<file path="src/rtl/unidade_load_store_if.sv">
// Request/response and data-memory bus of unidade_load_store.
// slave: the load/store unit; master: the datapath and the data memory together.
interface unidade_load_store_if #(
    parameter int unsigned ADDR_WIDTH = 32,
    parameter int unsigned DATA_WIDTH = 32
) ();
    logic                  req_valido;
    logic                  req_escrita;
    logic [1:0]            req_tamanho;
    logic                  req_sinal;
    logic [ADDR_WIDTH-1:0] req_endereco;
    logic [DATA_WIDTH-1:0] req_dados;
    logic                  req_pronto;
    logic                  resp_valido;
    logic [DATA_WIDTH-1:0] resp_dados;
    logic                  erro_alinhamento;
    logic [ADDR_WIDTH-1:0] mem_endereco;
    logic                  mem_LeMem;
    logic                  mem_EscreveMem;
    logic [DATA_WIDTH-1:0] mem_Dados_escrita;
    logic [DATA_WIDTH-1:0] mem_Dados_leitura;

    modport slave (
        input  req_valido, req_escrita, req_tamanho, req_sinal, req_endereco, req_dados,
        input  mem_Dados_leitura,
        output req_pronto, resp_valido, resp_dados, erro_alinhamento,
        output mem_endereco, mem_LeMem, mem_EscreveMem, mem_Dados_escrita
    );

    modport master (
        output req_valido, req_escrita, req_tamanho, req_sinal, req_endereco, req_dados,
        output mem_Dados_leitura,
        input  req_pronto, resp_valido, resp_dados, erro_alinhamento,
        input  mem_endereco, mem_LeMem, mem_EscreveMem, mem_Dados_escrita
    );
endinterface

</file>
<file path="src/rtl/unidade_load_store.sv">
// Load/store initiator: byte/half/word access to a word-only data memory, sub-word stores by RMW.
// Optional access counters enabled with `define LS_CONTADORES_EN.
module unidade_load_store #(
    parameter int unsigned ADDR_WIDTH = 32,
    parameter int unsigned DATA_WIDTH = 32
) (
    input  logic                   clock,
    input  logic                   reset_n,
    unidade_load_store_if.slave    bus,
    output logic [31:0]            cont_leituras,
    output logic [31:0]            cont_escritas
);
    localparam int unsigned OFF_W  = 2;
    localparam int unsigned WORD_W = ADDR_WIDTH - OFF_W;

    localparam logic [1:0] TAM_BYTE = 2'b00;
    localparam logic [1:0] TAM_HALF = 2'b01;
    localparam logic [1:0] TAM_WORD = 2'b10;

    typedef enum logic [1:0] {OCIOSO, LER, CAPTURA, ESCREVER} estado_t;

    estado_t                estado_q, estado_n;
    logic                   pronto_q, pronto_n;
    logic                   resp_valido_q, resp_valido_n;
    logic                   erro_q, erro_n;
    logic                   le_q, le_n;
    logic                   es_q, es_n;
    logic [ADDR_WIDTH-1:0]  end_q, end_n;
    logic [DATA_WIDTH-1:0]  wdata_q, wdata_n;
    logic [DATA_WIDTH-1:0]  resp_dados_q, resp_dados_n;

    // Request fields latched at acceptance
    logic                   escrita_q;
    logic [1:0]             tam_q;
    logic                   sinal_q;
    logic [OFF_W-1:0]       off_q;
    logic [15:0]            dados_q;

    logic                   alinhado_c;
    logic                   aceita_c;
    logic [7:0]             byte_c;
    logic [15:0]            half_c;
    logic [DATA_WIDTH-1:0]  ext_c;
    logic [DATA_WIDTH-1:0]  merge_c;

    always_comb begin
        alinhado_c = 1'b0;
        case (bus.req_tamanho)
            TAM_BYTE: alinhado_c = 1'b1;
            TAM_HALF: alinhado_c = ~bus.req_endereco[0];
            TAM_WORD: alinhado_c = (bus.req_endereco[1:0] == 2'b00);
            default:  alinhado_c = 1'b0;
        endcase
    end

    // Lane extraction for loads and lane merge for sub-word stores (little-endian)
    always_comb begin
        byte_c  = 8'h00;
        half_c  = off_q[1] ? bus.mem_Dados_leitura[31:16] : bus.mem_Dados_leitura[15:0];
        merge_c = bus.mem_Dados_leitura;
        case (off_q)
            2'd0: byte_c = bus.mem_Dados_leitura[7:0];
            2'd1: byte_c = bus.mem_Dados_leitura[15:8];
            2'd2: byte_c = bus.mem_Dados_leitura[23:16];
            default: byte_c = bus.mem_Dados_leitura[31:24];
        endcase
        if (tam_q == TAM_BYTE) begin
            case (off_q)
                2'd0: merge_c[7:0]   = dados_q[7:0];
                2'd1: merge_c[15:8]  = dados_q[7:0];
                2'd2: merge_c[23:16] = dados_q[7:0];
                default: merge_c[31:24] = dados_q[7:0];
            endcase
        end else if (off_q[1]) begin
            merge_c[31:16] = dados_q;
        end else begin
            merge_c[15:0] = dados_q;
        end
        case (tam_q)
            TAM_BYTE: ext_c = sinal_q ? {{24{byte_c[7]}}, byte_c} : {24'h000000, byte_c};
            TAM_HALF: ext_c = sinal_q ? {{16{half_c[15]}}, half_c} : {16'h0000, half_c};
            default:  ext_c = bus.mem_Dados_leitura;
        endcase
    end

    always_ff @(posedge clock or negedge reset_n) begin
        if (!reset_n) begin
            estado_q <= OCIOSO;
        end else begin
            estado_q <= estado_n;
        end
    end

    // Next state plus next value of every registered output
    always_comb begin
        estado_n      = estado_q;
        pronto_n      = 1'b0;
        resp_valido_n = 1'b0;
        erro_n        = 1'b0;
        le_n          = 1'b0;
        es_n          = 1'b0;
        end_n         = end_q;
        wdata_n       = wdata_q;
        resp_dados_n  = resp_dados_q;
        aceita_c      = 1'b0;
        case (estado_q)
            OCIOSO: begin
                pronto_n = 1'b1;
                if (bus.req_valido) begin
                    if (!alinhado_c) begin
                        erro_n = 1'b1;
                    end else begin
                        aceita_c = 1'b1;
                        pronto_n = 1'b0;
                        end_n    = ADDR_WIDTH'(bus.req_endereco[ADDR_WIDTH-1:OFF_W]);
                        if (bus.req_escrita && (bus.req_tamanho == TAM_WORD)) begin
                            estado_n = ESCREVER;
                            es_n     = 1'b1;
                            wdata_n  = bus.req_dados;
                        end else begin
                            estado_n = LER;
                            le_n     = 1'b1;
                        end
                    end
                end
            end
            LER: begin
                estado_n = CAPTURA;
            end
            CAPTURA: begin
                if (escrita_q) begin
                    estado_n = ESCREVER;
                    es_n     = 1'b1;
                    wdata_n  = merge_c;
                end else begin
                    estado_n      = OCIOSO;
                    pronto_n      = 1'b1;
                    resp_valido_n = 1'b1;
                    resp_dados_n  = ext_c;
                end
            end
            ESCREVER: begin
                estado_n = OCIOSO;
                pronto_n = 1'b1;
            end
            default: begin
                estado_n = OCIOSO;
                pronto_n = 1'b1;
            end
        endcase
    end

    always_ff @(posedge clock or negedge reset_n) begin
        if (!reset_n) begin
            pronto_q      <= 1'b1;
            resp_valido_q <= 1'b0;
            erro_q        <= 1'b0;
            le_q          <= 1'b0;
            es_q          <= 1'b0;
            end_q         <= '0;
            wdata_q       <= '0;
            resp_dados_q  <= '0;
            escrita_q     <= 1'b0;
            tam_q         <= TAM_BYTE;
            sinal_q       <= 1'b0;
            off_q         <= '0;
            dados_q       <= '0;
        end else begin
            pronto_q      <= pronto_n;
            resp_valido_q <= resp_valido_n;
            erro_q        <= erro_n;
            le_q          <= le_n;
            es_q          <= es_n;
            end_q         <= end_n;
            wdata_q       <= wdata_n;
            resp_dados_q  <= resp_dados_n;
            if (aceita_c) begin
                escrita_q <= bus.req_escrita;
                tam_q     <= bus.req_tamanho;
                sinal_q   <= bus.req_sinal;
                off_q     <= bus.req_endereco[OFF_W-1:0];
                dados_q   <= bus.req_dados[15:0];
            end
        end
    end

    assign bus.req_pronto        = pronto_q;
    assign bus.resp_valido       = resp_valido_q;
    assign bus.resp_dados        = resp_dados_q;
    assign bus.erro_alinhamento  = erro_q;
    assign bus.mem_endereco      = end_q;
    assign bus.mem_LeMem         = le_q;
    assign bus.mem_EscreveMem    = es_q;
    assign bus.mem_Dados_escrita = wdata_q;

`ifdef LS_CONTADORES_EN
    // Each count advances in the cycle its strobe is high
    always_ff @(posedge clock or negedge reset_n) begin
        if (!reset_n) begin
            cont_leituras <= '0;
            cont_escritas <= '0;
        end else begin
            if (le_q) cont_leituras <= cont_leituras + 32'd1;
            if (es_q) cont_escritas <= cont_escritas + 32'd1;
        end
    end
`else
    assign cont_leituras = '0;
    assign cont_escritas = '0;
`endif

    logic unused_c;
    assign unused_c = ^{WORD_W};
endmodule

</file>
<file path="src/flat_wrapper.sv">
// flat-port wrapper written by rule: the top's interface ports become plain ports
module unidade_load_store_flat 
#(
    parameter int unsigned ADDR_WIDTH = 32,
    parameter int unsigned DATA_WIDTH = 32
)
  (clock, reset_n, cont_leituras, cont_escritas, bus_req_valido, bus_req_escrita, bus_req_tamanho, bus_req_sinal, bus_req_endereco, bus_req_dados, bus_mem_Dados_leitura, bus_req_pronto, bus_resp_valido, bus_resp_dados, bus_erro_alinhamento, bus_mem_endereco, bus_mem_LeMem, bus_mem_EscreveMem, bus_mem_Dados_escrita);
  unidade_load_store_if #(.ADDR_WIDTH(ADDR_WIDTH), .DATA_WIDTH(DATA_WIDTH)) bus_i ();
  input  logic clock;
  input  logic reset_n;
  output logic [31:0] cont_leituras;
  output logic [31:0] cont_escritas;
  input wire logic [$bits(bus_i.req_valido)-1:0] bus_req_valido;
  input wire logic [$bits(bus_i.req_escrita)-1:0] bus_req_escrita;
  input wire logic [$bits(bus_i.req_tamanho)-1:0] bus_req_tamanho;
  input wire logic [$bits(bus_i.req_sinal)-1:0] bus_req_sinal;
  input wire logic [$bits(bus_i.req_endereco)-1:0] bus_req_endereco;
  input wire logic [$bits(bus_i.req_dados)-1:0] bus_req_dados;
  input wire logic [$bits(bus_i.mem_Dados_leitura)-1:0] bus_mem_Dados_leitura;
  output wire logic [$bits(bus_i.req_pronto)-1:0] bus_req_pronto;
  output wire logic [$bits(bus_i.resp_valido)-1:0] bus_resp_valido;
  output wire logic [$bits(bus_i.resp_dados)-1:0] bus_resp_dados;
  output wire logic [$bits(bus_i.erro_alinhamento)-1:0] bus_erro_alinhamento;
  output wire logic [$bits(bus_i.mem_endereco)-1:0] bus_mem_endereco;
  output wire logic [$bits(bus_i.mem_LeMem)-1:0] bus_mem_LeMem;
  output wire logic [$bits(bus_i.mem_EscreveMem)-1:0] bus_mem_EscreveMem;
  output wire logic [$bits(bus_i.mem_Dados_escrita)-1:0] bus_mem_Dados_escrita;
  assign bus_i.req_valido = bus_req_valido;
  assign bus_i.req_escrita = bus_req_escrita;
  assign bus_i.req_tamanho = bus_req_tamanho;
  assign bus_i.req_sinal = bus_req_sinal;
  assign bus_i.req_endereco = bus_req_endereco;
  assign bus_i.req_dados = bus_req_dados;
  assign bus_i.mem_Dados_leitura = bus_mem_Dados_leitura;
  assign bus_req_pronto = bus_i.req_pronto;
  assign bus_resp_valido = bus_i.resp_valido;
  assign bus_resp_dados = bus_i.resp_dados;
  assign bus_erro_alinhamento = bus_i.erro_alinhamento;
  assign bus_mem_endereco = bus_i.mem_endereco;
  assign bus_mem_LeMem = bus_i.mem_LeMem;
  assign bus_mem_EscreveMem = bus_i.mem_EscreveMem;
  assign bus_mem_Dados_escrita = bus_i.mem_Dados_escrita;
  unidade_load_store #(.ADDR_WIDTH(ADDR_WIDTH), .DATA_WIDTH(DATA_WIDTH)) u_core (.clock(clock), .reset_n(reset_n), .bus(bus_i), .cont_leituras(cont_leituras), .cont_escritas(cont_escritas));
endmodule
</file>
<file path="config.mk">
export PLATFORM = sky130hd
export DESIGN_NAME = unidade_load_store_flat
export DESIGN_NICKNAME = d
export VERILOG_FILES = /design/src/rtl/unidade_load_store_if.sv /design/src/rtl/unidade_load_store.sv /design/src/flat_wrapper.sv
export SDC_FILE = /design/constraint.sdc
export NUM_CORES = 1
export LEC_CHECK = 0
export ABC_AREA = 0
export CAP_MARGIN = 20
export CELL_PAD_IN_SITES_DETAIL_PLACEMENT = 0
export CELL_PAD_IN_SITES_GLOBAL_PLACEMENT = 1
export CORE_ASPECT_RATIO = 1.4
export CORE_MARGIN = 1.5
export CORE_UTILIZATION = 34
export DETAILED_ROUTE_END_ITERATION = 7
export GPL_ROUTABILITY_DRIVEN = 0
export PLACE_DENSITY = 0.84
export SYNTH_ARGS = -nofsm -noshare
export SYNTH_HDL_FRONTEND = slang
export SYNTH_SLANG_ARGS = --single-unit
</file>
<file path="constraint.sdc">
create_clock -name clock -period 3.8 [get_ports clock]
set_input_delay 0.76 -clock clock [delete_from_list [all_inputs] [get_ports clock]]
set_output_delay 0.76 -clock clock [all_outputs]
set_load 0.005 [all_outputs]
</file>
* Yosys cells after proc, flatten, opt, wreduce, memory -nomap -nowiden *
Index checks and enable logic that the tools add are counted.

storage, ports and cells
  register bits after elaboration = 123
  bits of input ports = 103
  output and inout port bits = 165
  word-level logic and storage cells = 82

operators by class
  equality and inequality tests = 12
  multiplexer cells = 42
  bitwise gates (word level) = 2
  reductions and logical operators = 12

operators with widths
  cell                                            count
  2-to-1 mux 32 bit                               7
  one-hot mux 32 bit (2 select lines)             2
  2-to-1 mux 16 bit                               3
  2-to-1 mux 8 bit                                4
  one-hot mux 8 bit (3 select lines)              1
  2-to-1 mux 1 bit                                17
  logical NOT 2 bit                               5
  == test 2 x 1 -> 1 bit (second input constant)  4
  == test 2 bit (second input constant)           4
  2-to-1 mux 2 bit                                4
  one-hot mux 2 bit (4 select lines)              1
  != test 2 x 1 -> 1 bit (second input constant)  3
  one-hot mux 1 bit (3 select lines)              2
  AND reduction 5 bit                             1
  AND reduction 2 bit                             2
  AND reduction 3 bit                             1
  OR reduction 3 bit                              1
  != test 2 bit (second input constant)           1
  NOT 1 bit                                       2
  one-hot mux 1 bit (2 select lines)              1
  nonzero test 2 bit                              1
  logical AND 1 bit                               1

* Longest topological paths before layout *
Gate-level depths: netlist of the first run.

  word-level depth = 6
  mapped depth = 7
  gate-level depth less buffers = 5

* Worst setup path before layout of the first run *
No wires, ideal clock.

  path type = input -> register
  start point = in bus_req_endereco[1]
  end point = reg u_core.wdata_q[3], in the netlist u_core.bus.mem_Dados_escrita[3]
  library setup time = 135 ps
  arrival time = 2193 ps
  required time = 3665 ps
  setup slack = 1472 ps
  cell stages on the path = 7
  path buffers = 2
  path through = or4b_1 o41a_1 buf_6 clkinv_4 buf_12 mux2i_1 o21ai_0

between the ends
  cells in the longest elaborated chain, start to end = 4

ends and longest elaborated chain
  element                             RTL line                   RTL
  start: declaration                  flat_wrapper.sv:17         input wire logic [$bits(bus_i.req_endereco)-1:0] bus_req_endereco;
  logical NOT 2 bit                   unidade_load_store.sv:51   TAM_WORD: alinhado_c = (bus.req_endereco[1:0] == 2'b00);
  one-hot mux 1 bit (3 select lines)  unidade_load_store.sv:48   case (bus.req_tamanho)
  != test 2 x 1 -> 1 bit (no line)    --
  AND reduction 5 bit (no line)       --
  end signal: assignment              unidade_load_store.sv:175  wdata_q <= wdata_n;
  end: declaration                    unidade_load_store.sv:29   logic [DATA_WIDTH-1:0] wdata_q, wdata_n;

No other way between the ends.
A chain may end at the register's enable or synchronous reset.

* Worst setup path in the final report of the first run *
  start point = in bus_req_endereco[1]
  end point = reg u_core.end_q[2], in the netlist u_core.bus.mem_endereco[2]

between the ends
  cells in the longest elaborated chain, start to end = 3

ends and longest elaborated chain
  element                             RTL line                   RTL
  logical NOT 2 bit                   unidade_load_store.sv:51
  one-hot mux 1 bit (3 select lines)  unidade_load_store.sv:48
  AND reduction 3 bit (no line)       --
  end signal: assignment              unidade_load_store.sv:174  end_q <= end_n;
  end: declaration                    unidade_load_store.sv:28   logic [ADDR_WIDTH-1:0] end_q, end_n;

No other way between the ends.

==> reports/results.tsv, run 1 <==
metric	value	unit
synth_area_leaders	dfrtp_1 48%, mux2_2 9.4%, buf_4 7.8%	
clock_skew	5.93	ps
initial_core_util	0.349	
r2r_end	u_core.bus.mem_Dados_escrita[1]	
r2r-start	u_core.estado_q[0]	
worstHoldPathType	in2async	
tns	0	ps
place_area	8320	um2
dp_slack	691	ps
rows	58	
startpoint	bus_req_endereco[1]	
vias	5233	
drtAntennaViolNets	0	
fp.dieW	118	um
finalNetCount	907	
overflow	0	
grt_max_degree	56	
avgRoutedWirePerCell	18.5	um
cts_buffers	17	
cts_sinks	123	
rr_worst_depth	5	
drc	0	
pwr-share-clk	0.220	
clock_latency	420	ps
final-setup-viol-count	0	
crit_arrival	2980	ps
status	completed	
worst_pin_slew	1010	ps
cp-end-kind	register	
netlist_area	6340	um2
r2r_slack	1570	ps
crit_type	in2reg	
cts_tree	done	
p_leak	3.82	nW
ys_warn_count	0	
drive_gt1_frac	0.122	
stdcell_count	1057	
dieArea	19500	um2
final_area	8900	um2
final_cell_mix	200 x clkdlybuf4s50_1, 122 x dfrtp_1, 66 x conb_1	
max_freq	373	MHz
synthArstFlopShare	1.00	
slew-limit-headroom	0.327	
firstDrtPassIters	5	
period_share	0.706	
path_clk_slew	60	ps
finalWorstSetupSlack	1120	ps
synth.distinct_cells	45	
syn_avg_cell_area	10.4	um2
utilization	0.491	
final_common_cell	clkdlybuf4s50_1	
drv_slew	0	
hold_viol	0	
hpwl	14800	um
core_area	18100	um2
p_comb_frac	0.443	
pwr-share-seq	0.337	
via_per_inst	4.95	
num_io_pins	268	
drt_iter0_markers	302	
synthToLayoutAreaGrowth	40.5	%
hold_buffers	0	
postCtsSetupBuffers	0	
synth-seq-cells	123	
rsz0062_at_grt	no	
antenna_found_initial	0	
cts.htree.levels	4	
ys.flop_type	dfrtp_1	
critPathLaunchType	primary input	
grt_pass1_vias	5197	
maxCapViolCount	0	
grt_pass1_wl	30000	um
wl	19600	um
cp.required	4100	ps
switchingPower	2.53	mW
p_int	4.80	mW
vdd_drop_max	0.387	mV
min_period	2680	ps
numPortBuffers	201	
synth.yosys.seq_area_share	0.486	
synth_area_leader_cell	dfrtp_1	
placedCellCount	1025	
root_buffer	clkbuf_16	
grtUsageTotal	0.204	
cts_resized	0	
die_h	165	um
clk_path_buf_depth	2	
synth_cells	612	
synth_top_area_frac	0.482	
swShare	0.345	
crit_fanout	26	
synth_edf_count	0	
power_per_cell_area	824	nW/um2
antenna_cells	0	
==> how the worst max path moves through the flow <==
stage                                                 end  slack [ps]  depth (start not counted)
after global routing           u_core.bus.mem_endereco[2]         940                          6
final                          u_core.bus.mem_endereco[2]        1120                          6
after global placement        u_core.bus.mem_endereco[25]         710                          6
after floorplan           u_core.bus.mem_Dados_escrita[3]        1470                          7
after CTS                      u_core.bus.mem_endereco[2]        1130                          6
after detailed placement       u_core.bus.mem_endereco[2]         690                          6
==> through the flow <==
stage | hold WS [ps] | total power [mW]
6_report | 401 | 7.33
3_3_place_gp | 464 | 5.70
2_1_floorplan | 464 | 4.09
4_1_cts | 416 | 7.40
5_1_grt | 445 | 7.84
3_5_place_dp | 478 | 5.76
==> cells by family (layout without fill, tap and decap cells) <==
| kind of cell | count (synthesis) | count (layout) | share of synthesized area |
|---|---|---|---|
| AND/OR/NAND/NOR | 147 | 147 | 0.116 |
| AO/OA/AOI/OAI | 147 | 147 | 0.146 |
| buffers and inverters | 115 | 255 | 0.115 |
| multiplexers | 79 | 79 | 0.137 |
| other | 1 | 66 | 0.000592 |
| flip-flops | 123 | 123 | 0.486 |
==> worst max-delay path, stage by stage <==
cell             delay [ps]
clkdlybuf4s50_1         440
o21a_1                  190
o22ai_1                 250
nand3_2                 570
buf_4                   450
mux2_2                  300
==> synth_stat cells (2+ instances only) <==
master	instances
a22oi_1	8
o21ai_0	23
a2111oi_0	2
and2_1	9
buf_2	3
a21o_1	8
nand2_1	33
a21oi_1	56
or2_2	2
buf_6	3
clkbuf_1	29
nand2b_1	2
a211o_1	6
mux2_2	53
buf_1	5
inv_1	5
nor2b_1	11
clkinv_1	2
mux2i_1	25
a31oi_1	3
buf_4	66
o211ai_1	8
o31ai_1	7
nand3_1	41
or3_1	6
dfrtp_1	122
and3_1	2
and3b_1	7
o221ai_1	16
o21ai_1	5
nor2_1	30
==> state kept, by name (all words and copies together), names as in the netlist, 2 cells and up <==
register,flops
u_core.bus.mem_endereco,30
u_core.estado_q,2
u_core.tam_q,2
u_core.bus.resp_dados,32
u_core.dados_q,16
u_core.bus.mem_Dados_escrita,32
u_core.off_q,2
==> power by group through the flow <==
| stage | Clock (mW) | Sequential (mW) | Combinational (mW) |
|---|---|---|---|
| 6_report | 1.61 | 2.47 | 3.25 |
| 5_1_grt | 1.71 | 2.56 | 3.56 |
| 4_1_cts | 1.65 | 2.47 | 3.28 |
| 3_5_place_dp | 0 | 2.49 | 3.27 |
| 3_3_place_gp | 0 | 2.47 | 3.23 |
| 2_1_floorplan | 0 | 2.34 | 1.75 |
==> metal layers <==
metal	wire, um	vias up	part of all wire	GRT usage
met5	0	-	0	0
met4	694	0	0.035	0.0991
met3	1290	46	0.066	0.0563
met2	10100	238	0.51	0.350
met1	7550	2521	0.39	0.236
li1	-	2428	-	-
==> layout make-up <==
cell class	instances	area (um2)
Clock buffer	24	462
Clock inverter	8	118
Timing Repair Buffer	215	2130
Sequential cell	123	3080
Fill cell	1761	9240
Multi-Input combinational cell	439	2780
Inverter	8	35.0
Tap cell	240	300
Note: power is estimated with default switching activity, not from simulation.
==> run 2, diff against run 1 <==
CORE_UTILIZATION = 29   (was 34)
PLACE_DENSITY = 0.76   (was 0.84)
clock period = 2.25 ns   (was 3.8 ns; I/O delays follow)
==> reports/results.tsv, run 2 (synthesized netlist as in run 1, its figures left out) <==
metric	value	unit	change
slew-limit-headroom	0.554		+0.228
crit_fanout	17		-35%
final_area	9170	um2	+3.1%
hold_viol	0		unchanged
via_per_inst	4.86		-1.9%
core_area	21300	um2	+17%
wl	20700	um	+5.7%
period_share	0.950		
p_leak	3.96	nW	+3.6%
hpwl	15900	um	+7.3%
antenna_found_initial	0		unchanged
critical-path-slowest-cell	or4b_1		
place_area	8570	um2	+3.0%
power_per_cell_area	1390	nW/um2	+68%
clk_path_buf_depth	2		unchanged
placedCellCount	1068		+4.2%
tns	0	ps	unchanged
synthToLayoutAreaGrowth	44.7	%	
path_depth	6		unchanged
grtUsageTotal	0.185		-0.0190
crit_chain	clkdlybuf4s50_1 -> or4b_1 -> o41a_1 -> clkinv_4 -> mux2i_1 -> o21ai_1		
drc	0		unchanged
maxCapViolCount	0		unchanged
hold_buffers	0		unchanged
grt_pass1_wl	31300	um	+4.4%
final-setup-viol-count	0		unchanged
rows	63		+8.6%
cp_slowest_stage_delay	520	ps	-50 ps
status	completed		
drive_gt1_frac	0.152		+0.0300
min_period	2140	ps	
cts_sinks	123		unchanged
overflow	0		unchanged
final_cell_mix	200 x clkdlybuf4s50_1, 122 x dfrtp_1, 66 x conb_1		
crit_arrival	2420	ps	-560 ps
r2r_end	u_core.bus.mem_Dados_escrita[5]		
drt_iter0_markers	326		+7.9%
dp_slack	-269	ps	-960 ps
drv_slew	0		unchanged
cp-end-kind	register		
drtAntennaViolNets	0		unchanged
critPathLaunchType	primary input		
die_h	178	um	+8.1%
grt_pass1_vias	5442		+4.7%
cts.htree.levels	4		unchanged
endpoint	u_core.bus.mem_Dados_escrita[5]		
cpLargestDelayFamily	buffers and inverters		
clock_skew	15.2	ps	+9.24 ps
firstDrtPassIters	4		-1
postCtsSetupBuffers	0		unchanged
path_clk_slew	50	ps	about the same
rsz0062_at_grt	no		
num_io_pins	268		unchanged
cts_tree	done		
rr_worst_depth	5		unchanged
cp.required	2530	ps	-1570 ps
clock_latency	420	ps	about the same
worstHoldPathType	in2async		
crit_type	in2reg		
r2r_slack	180	ps	-1390 ps
finalWorstSetupSlack	113	ps	-1000 ps
final_common_cell	clkdlybuf4s50_1		
root_buffer	clkbuf_16		
r2r-start	u_core.estado_q[1]		
crit_buf_inv	2		unchanged
grt_max_degree	47		-16%
avgRoutedWirePerCell	18.8	um	+1.6%
stdcell_count	1100		+4.1%
dieArea	22800	um2	+17%
finalNetCount	930		+2.5%
power	12.7	mW	+73%
fillers	2065		+17%
initial_core_util	0.298		-0.0515
fp.dieW	128	um	+8.1%
antenna_cells	0		unchanged
startpoint	bus_req_endereco[1]		
vdd_drop_max	0.550	mV	+42%
cts_resized	0		unchanged
numPortBuffers	201		unchanged
vias	5344		+2.1%
max_freq	468	MHz	
worst_pin_slew	669	ps	-338 ps
cts_buffers	17		unchanged
run 2: cell types whose count changed in the layout (fill, tap and decap cells not counted):
| cell | before | now |
|---|---|---|
| buf_4 | 14 | 33 |
| clkbuf_1 | 6 | 1 |
| buf_12 | 1 | 5 |
| clkinvlp_4 | 1 | 3 |
| clkbuf_8 | 1 | 2 |
| clkinv_2 | 4 | 5 |
| clkinv_4 | 1 | 2 |
run 2: area by class of cell:
class	instances	area [um2]	area share
Inverter	8	35.0	0.00382
Multi-Input combinational cell	439	2780	0.303
Sequential cell	123	3080	0.336
Tap cell	260	325	0.0355
Clock buffer	20	457	0.0498
Timing Repair Buffer	238	2350	0.256
Clock inverter	12	146	0.0160
run 2: through the flow:
step	util	hold slack, ps
4_1_cts	0.431	78.8
3_5_place_dp	0.403	469
5_1_grt	0.431	110
6_report	0.431	67.9
2_1_floorplan	-	154
3_3_place_gp	0.403	471
run 2: where the power goes:
group / switching [mW] / internal (mW) / total, mW / leakage (nW)
Sequential: 0.796 / 3.31 / 4.11 / 1.46
Clock: 1.03 / 1.79 / 2.82 / 0.292
Combinational: 2.57 / 3.22 / 5.79 / 2.21
run 2: per-layer routing:
| metal | part of all wire | track usage | wire length (um) |
|---|---|---|---|
| met2 | 0.52 | 0.326 | 10700 |
| met3 | 0.060 | 0.0446 | 1250 |
| met5 | 0 | 0 | 0 |
| met4 | 0.036 | 0.0946 | 750 |
| met1 | 0.39 | 0.206 | 7980 |
run 2: worst min-delay path by stage:
stage | depth (start not counted) | from | to | slack, ps
after floorplan | 0 | reset_n | u_core.bus.erro_alinhamento | 150
after CTS | 1 | reset_n | u_core.bus.mem_endereco[20] | 80
after detailed placement | 2 | u_core.bus.resp_dados[4] | u_core.bus.resp_dados[4] | 470
after global placement | 2 | u_core.bus.resp_dados[4] | u_core.bus.resp_dados[4] | 470
after global routing | 1 | reset_n | u_core.bus.mem_endereco[23] | 110
final | 1 | reset_n | u_core.bus.mem_endereco[0] | 70
==> run 3, diff against run 2 <==
GPL_TIMING_DRIVEN = 0   (was not set)
SKIP_LAST_GASP = 1   (was not set)
==> reports/results.tsv, run 3 (synthesized netlist as in run 1, its figures left out) <==
metric	value	unit	change
status	completed		
regArea	3080	um2	unchanged
rows	63		unchanged
die_h	178	um	unchanged
power	12.9	mW	+1.4%
final_area	9610	um2	+4.7%
avgRoutedWirePerCell	18.5	um	-2.0%
core_area	21300	um2	unchanged
vdd_drop_max	0.551	mV	+0.27%
crit_buf_inv	3		+1
cts_sinks	123		unchanged
cts_tree	done		
final-setup-viol-count	0		unchanged
stdcell_count	1173		+6.6%
power_per_cell_area	1340	nW/um2	-3.2%
antenna_found_initial	1		+1
r2r_slack	80	ps	-100 ps
cp_slowest_stage_delay	530	ps	about the same
path_clk_slew	50	ps	about the same
fillers	2092		+1.3%
num_io_pins	268		unchanged
worstHoldPathType	in2reg		
grt_busiest_layer	met2		
place_area	8950	um2	+4.4%
cts_buffers	17		unchanged
wl	21700	um	+4.5%
min_period	2170	ps	+28.0 ps
drive_gt1_frac	0.187		+0.0349
period_share	0.962		+0.0125
finalWorstSetupSlack	84.9	ps	-28.0 ps
cp-end-kind	register		
final_cell_mix	197 x clkdlybuf4s50_1, 122 x dfrtp_1, 67 x buf_4		
max_freq	462	MHz	-1.3%
numPortBuffers	201		unchanged
hold_viol	0		unchanged
drtAntennaViolNets	0		unchanged
clk_path_buf_depth	2		unchanged
firstDrtPassIters	5		+1
cpLargestDelayFamily	simple AND/OR/NAND/NOR gates		
r2r_end	u_core.bus.mem_Dados_escrita[3]		
p_leak	4.26	nW	+7.6%
clock_latency	420	ps	about the same
r2r-start	u_core.estado_q[1]		
grtUsageTotal	0.193		+0.00824
overflow	0		unchanged
utilization	0.451		+0.0205
dieArea	22800	um2	unchanged
critical-path-slowest-cell	or4b_1		
hpwl	16900	um	+6.4%
tns	0	ps	unchanged
root_buffer	clkbuf_16		
drc	0		unchanged
grt_use_met2	0.344		+0.0179
grt_pass1_wl	32900	um	+5.1%
cts.htree.levels	4		unchanged
cp.required	2520	ps	about the same
initial_core_util	0.298		unchanged
crit_fanout	10		-7
grt_pass1_vias	5601		+2.9%
critPathLaunchType	register		
worst_pin_slew	1120	ps	+452 ps
drt_iter0_markers	317		-2.8%
grt_max_degree	86		+83%
crit_chain	or4b_1 -> o41a_1 -> buf_6 -> clkinv_4 -> buf_12 -> mux2i_1 -> o21ai_0		
multi_input_area	2780	um2	+0.13%
met1_usage	0.210		+0.00317
hold_end	u_core.bus.erro_alinhamento		
vias	5552		+3.9%
antenna_cells	0		unchanged
slew-limit-headroom	0.253		-0.301
grt.met3_usage	0.0606		+0.0160
min_path_cells	3		
crit_type	reg2reg		
hold-worst-slack	341	ps	+273 ps
finalNetCount	1003		+7.8%
final_common_cell	clkdlybuf4s50_1		
drv_slew	0		unchanged
holdCritStartpoint	bus_req_valido		
crit_arrival	2440	ps	+20 ps
maxCapViolCount	0		unchanged
fp.dieW	128	um	unchanged
placedCellCount	1139		+6.6%
rr_worst_depth	7		+2
rsz0062_at_grt	yes		
clock_skew	8.63	ps	-6.53 ps
synthToLayoutAreaGrowth	51.6	%	
via_per_inst	4.73		-2.6%
dp_slack	-550	ps	-280 ps
==> run 3: cell types whose count changed in the layout (fill, tap and decap cells not counted), sizes merged <==
cell / previous run / this run
buf: 38 / 81
clkbuf: 20 / 49
clkdlybuf4s50: 200 / 197
dlymetal6s2s: 0 / 3
clkinv: 9 / 7
bufinv: 3 / 4
clkinvlp: 3 / 4
dlygate4sd3: 0 / 1
==> run 3: how the worst max path moves through the flow <==
stage                                    from                               to  slack (ps)  depth (start not counted)
floorplan                 bus_req_endereco[1]  u_core.bus.mem_Dados_escrita[3]         230                          7
global placement                      reset_n           u_core.bus.resp_valido       -4460                          1
detailed placement         bus_req_tamanho[1]      u_core.bus.mem_endereco[28]        -550                          6
CTS                 bus_mem_Dados_leitura[31]        u_core.bus.resp_dados[24]           4                          5
global route               u_core.estado_q[1]  u_core.bus.mem_Dados_escrita[4]          -2                          7
finish                     u_core.estado_q[1]  u_core.bus.mem_Dados_escrita[3]          80                          7
==> run 3: what timing repair did <==
item                                   4_1_cts  5_1_grt
buffers inserted                             0        1
gates resized for setup                      2       12
setup endpoints to repair                   48       58
endpoints found under the hold margin       37        0
hold buffers                                 1        0
gates cloned                                 0        0
==> run 3: metal layers <==
layer	part of all wire	wire, um
met4	0.033	709
met5	0	0
met2	0.52	11200
met3	0.075	1620
met1	0.37	8100
==> run 3: final cells by class <==
class                           count  share of cell area
Clock buffer                       20              0.0465
Timing Repair Buffer              204               0.215
Multi-Input combinational cell    439               0.290
Clock inverter                     12              0.0178
Inverter                            8             0.00404
Sequential cell                   123               0.320
Tap cell                          260              0.0339
Buffer                            107              0.0725
==> run 3: where the power goes <==
group | switching [mW] | internal, mW | total [mW]
Combinational | 2.77 | 3.19 | 5.96
Sequential | 0.702 | 3.31 | 4.01
Clock | 1.03 | 1.87 | 2.91
==> run 3: worst min-delay path, stage by stage <==
cell and delay [ps]:
dlymetal6s2s_1 160, nand2_1 70, nor2_1 40
